==> src/rtl/l1_conv_sched.sv <==
// Layer-1 convolution scheduler: per output channel, load kernel weights, run one conv pass,
// then drain the local output RAM word by word to the downstream buffer.
module l1_conv_sched #(
    parameter int unsigned NUM_CH  = 6,
    parameter int unsigned OUT_PIX = 25,
    parameter int unsigned AW      = 5,
    parameter int unsigned CW      = 3
) (
    input  logic          clk,
    input  logic          rst,
    input  logic          Start_i,
    input  logic          Abort_i,
    output logic          Busy_o,
    output logic          Done_o,
    output logic          WgtLoadReq_o,
    input  logic          WgtLoadAck_i,
    output logic [CW-1:0] WgtCh_o,
    output logic          ConvValid_o,
    input  logic          ConvReady_i,
    output logic          OutRamRe_o,
    output logic [AW-1:0] OutRamRdAddr_o,
    output logic          DrainValid_o,
    input  logic          DrainReady_i,
    output logic          DrainLast_o,
    output logic [CW-1:0] DrainCh_o
);

    typedef enum logic [2:0] {StIdle, StLoad, StConv, StRd, StXfer, StDone} stateT;

    localparam logic [CW-1:0] LastCh   = CW'(NUM_CH - 1);
    localparam logic [AW-1:0] LastAddr = AW'(OUT_PIX - 1);

    stateT         stateQ, stateD;
    logic [CW-1:0] chQ, chD;
    logic [AW-1:0] rdAddrQ, rdAddrD;
    logic          lastWord;

    assign lastWord = (rdAddrQ == LastAddr);

    always_ff @(posedge clk or posedge rst) begin
        if (rst) begin
            stateQ  <= StIdle;
            chQ     <= '0;
            rdAddrQ <= '0;
        end else begin
            stateQ  <= stateD;
            chQ     <= chD;
            rdAddrQ <= rdAddrD;
        end
    end

    always_comb begin
        stateD  = stateQ;
        chD     = chQ;
        rdAddrD = rdAddrQ;
        unique case (stateQ)
            StIdle: begin
                if (Start_i) begin
                    stateD  = StLoad;
                    chD     = '0;
                    rdAddrD = '0;
                end
            end
            StLoad: begin
                if (WgtLoadAck_i) stateD = StConv;
            end
            StConv: begin
                if (ConvReady_i) begin
                    stateD  = StRd;
                    rdAddrD = '0;
                end
            end
            StRd: stateD = StXfer;
            StXfer: begin
                // RAM read is stalled here, so its output data stays put until accepted
                if (DrainReady_i) begin
                    if (!lastWord) begin
                        rdAddrD = rdAddrQ + 1'b1;
                        stateD  = StRd;
                    end else if (chQ != LastCh) begin
                        chD     = chQ + 1'b1;
                        rdAddrD = '0;
                        stateD  = StLoad;
                    end else begin
                        rdAddrD = '0;
                        stateD  = StDone;
                    end
                end
            end
            StDone: begin
                stateD = StIdle;
                chD    = '0;
            end
            default: begin
                stateD  = StIdle;
                chD     = '0;
                rdAddrD = '0;
            end
        endcase
        if (Abort_i) begin
            stateD  = StIdle;
            chD     = '0;
            rdAddrD = '0;
        end
    end

    assign Busy_o         = (stateQ != StIdle);
    assign Done_o         = (stateQ == StDone);
    assign WgtLoadReq_o   = (stateQ == StLoad);
    assign WgtCh_o        = chQ;
    assign ConvValid_o    = (stateQ == StConv);
    assign OutRamRe_o     = (stateQ == StRd);
    assign OutRamRdAddr_o = rdAddrQ;
    assign DrainValid_o   = (stateQ == StXfer);
    assign DrainLast_o    = (stateQ == StXfer) && lastWord;
    assign DrainCh_o      = chQ;

endmodule

==> config.mk <==
export PLATFORM = sky130hd
export DESIGN_NAME = l1_conv_sched
export DESIGN_NICKNAME = d
export VERILOG_FILES = /design/src/rtl/l1_conv_sched.sv
export SDC_FILE = /design/constraint.sdc
export NUM_CORES = 1
export LEC_CHECK = 0
export CAP_MARGIN = 20
export CORE_MARGIN = 8
export CORE_UTILIZATION = 45
export CTS_CLUSTER_SIZE = 28
export DETAILED_ROUTE_END_ITERATION = 10
export HOLD_SLACK_MARGIN = 0.12
export MAX_ROUTING_LAYER = met4
export PLACE_DENSITY = 0.85
export SKIP_CTS_REPAIR_TIMING = 1
export SYNTH_ARGS = -nofsm -noshare
export SYNTH_HDL_FRONTEND = slang
export SYNTH_SLANG_ARGS = --single-unit
==> constraint.sdc <==
create_clock -name clk -period 2.3 [get_ports clk]
set_clock_uncertainty 0.05 [all_clocks]
set_input_delay 0.46 -clock clk [delete_from_list [all_inputs] [get_ports clk]]
set_output_delay 0.46 -clock clk [all_outputs]
set_load 0.01 [all_outputs]
==> impl_metrics.toml <==
[timing]
finalCriticalPeriod_ns = 2.22
hold_ws_ns = 0.435
worstMarginPinSlew_ns = 0.451
max_slew_margin_pct = 69.7
min_period_over_period_pct = 96.4
fmax_mhz = 451
finalHoldViolCount = 0
rsz0062_at_grt = "no"
finalSetupViolCount = 0
slew_violations = 0

[worst_setup_path]
critPathRequiredTime_ns = 1.79
r2r_end = "DrainCh_o[0]"
crit_buf_inv = 2
rr_worst_depth = 4
crit_family = "buffers and inverters"
critPathLaunchType = "flop"
ff2ff_setup_slack_ns = 0.38
critPathSlowestCell = "clkdlybuf4s50_1"
r2r_start = "stateQ[0]"
crit_path_end_kind = "primary output"
slowest_delay_ns = 0.48
cp_cell_sequence = "buf_4 > or3_1 > clkdlybuf4s50_1"
cp_data_arrival_time_ns = 1.71
crit_path_max_fanout = 11
path_class = "flop to primary output"

[clocking]
h-tree-depth = 1
cts-buffers-inserted = 3
clk_pin_slew_worst_paths_ns = 0.07
clk_latency_ns = 0.27
cts_root_buf = "clkbuf_4"
cts.sinks = 11
tritoncts = "done"
cts_buffer_depth = 2

[synthesis]
synth_fp_nets = 100
async_flop_share_pct = 100
avgSynthCellArea_sq_um = 8.96
yosysTopAreaCellShare_pct = 34.5
synth_edf_count = 0
yosysSeqAreaShare_pct = 34.5
synth_area_leader_cell = "dfrtp_1"
postSynthCellCount = 89
synth_ff_type = "dfrtp_1"
ys_seq_elements = 11
syn-cell-area_sq_um = 797
yosys_warnings = 0
ys_types = 37
synthTopCellsByArea = "dfrtp_1 35%, ha_1 6.3%, mux2i_1 3.8%"

[global_routing]
grt_pass1_wl_microns = 3420
grtUsageTotal_pct = 12.9
grt_max_degree = 15
grt_pass1_vias = 766
grt_overflow = 0
antenna_found_initial = 0

[power_and_ir_drop]
total_leakage_power_nw = 0.494
power_density_mw_per_mm2 = 384
swShare_pct = 26.7
pwr-share-seq_pct = 47.7
combinationalPowerShare_pct = 20.6
pwr-share-clk_pct = 31.7
internal-power_mw = 0.305
p_sw_mw = 0.111
peakVddDrop_v = 0.000311

[route]
drt_iter0_drc = 26
drc_errors = 0
dr.pass1.iters = 4
drt-vias-per-instance = 6.32
antenna_left = 0
wl_per_cell_microns = 16.2
routed_wirelength_microns = 2120
vias = 828

[finish]
area_growth_pct = 36.1
drive_gt1_share_pct = 9.65
final_cell_area_sq_mm = 0.00108
post-route-util_pct = 64.2
finish.net_count = 126
num-fill-cells = 151
antennaDiodeCount = 0

[job]
cap_violations = 0

[floorplanning]
placement_rows = 15
fp.coreArea_sq_mm = 0.00169
die_x_microns = 58.1
dieHeight_microns = 58.1
start_util_pct = 47.2
pin_count = 25
dieArea_sq_mm = 0.00337

[place]
dpl.hpwl_microns = 1560
placed_cell_area_sq_mm = 0.00104
gp_congestion = 0.804
port_buffers = 24

[worst_hold_path]
hold_path_class = "input port to asynchronous set/reset pin"

[status]
status = "finished clean"
-- routing by layer --
layer | global-route usage [%] | up-vias | wire, microns
met5 | - | - | 0
met4 | 6.99 | 0 | 78
met3 | 3.53 | 12 | 214
met2 | 19.4 | 43 | 959
met1 | 15.1 | 393 | 863
li1 | - | 380 | -
-- cells in the mapped netlist (all sizes together) (3+ instances only) --
cell	number
dfrtp	11
nor2	6
buf	4
inv	6
a21oi	3
clkbuf	3
mux2i	3
nor3	4
o21ai	7
nand3	4
ha	4
-- flip-flops by register name, summed over array words and instances (netlist names) --
signal,count
OutRamRdAddr_o,5
stateQ,3
DrainCh_o,3
-- per-stage QoR --
stage | TNS, ns | power (mW) | instances | setup slack (ns)
2_1_floorplan | 0 | 0.245 | 89 | 0.536
3_3_place_gp | 0 | 0.281 | 127 | 0.172
3_5_place_dp | 0 | 0.283 | 127 | 0.150
4_1_cts | -0.0826 | 0.419 | 131 | -0.0672
5_1_grt | 0 | 0.437 | 131 | 0.0431
6_report | 0 | 0.416 | 131 | 0.0830
-- worst max path at each step --
stage	endpoint	start	slack [ns]	depth (start not counted)
2_1_floorplan	DrainLast_o	stateQ[0]	0.54	3
5_1_grt	Busy_o	stateQ[0]	0.04	3
3_3_place_gp	DrainCh_o[0]	Abort_i	0.17	4
6_report	Busy_o	stateQ[0]	0.08	3
3_5_place_dp	DrainCh_o[0]	Abort_i	0.15	4
4_1_cts	DrainLast_o	stateQ[0]	-0.07	3
-- cells by family (layout without fill, tap and decap cells) --
logic type,Yosys count,in the layout,synth area share [%]
buffers and inverters,13,38,8.48
AND/OR/NAND/NOR,36,36,27.8
flip-flops,11,11,34.5
AO/OA/AOI/OAI,22,22,19.2
multiplexers,3,3,3.77
adder cells (fa/ha/maj),4,4,6.28
-- layout make-up --
| type | count | area [sq um] | share of cell area, % |
|---|---|---|---|
| clock buffers | 4 | 26.3 | 2.42 |
| inverters | 6 | 22.5 | 2.08 |
| multi-input cells | 65 | 464 | 42.8 |
| flip-flops and latches | 11 | 275 | 25.4 |
| well taps | 17 | 21.3 | 1.96 |
| repair buffers | 28 | 275 | 25.4 |
-- power groups by stage --
stage          logic (mW)  clock network (mW)  registers [mW]
6_report           0.0858               0.132           0.198
3_5_place_dp       0.0815                   0           0.202
3_3_place_gp       0.0797                   0           0.202
4_1_cts            0.0829               0.138           0.198
2_1_floorplan      0.0429                   0           0.203
5_1_grt            0.0938               0.145           0.199
-- cells in the final DEF (no fill, tap or decap), types with 2 or more instances in the layout --
cell type / count
mux2i_1: 3
and2_1: 2
dlymetal6s2s_1: 2
nand2b_1: 2
a21oi_1: 3
o31ai_1: 2
nand3_1: 4
nor3_1: 4
or3_1: 2
nor3b_1: 2
dfrtp_1: 11
nor2_1: 5
o2bb2ai_1: 2
o211ai_1: 2
ha_1: 4
nand2_1: 2
clkdlybuf4s50_1: 22
inv_1: 6
buf_4: 4
and3b_1: 2
clkbuf_4: 3
o21ai_0: 6
nor2b_1: 2
(Power assumes the default switching activity.)
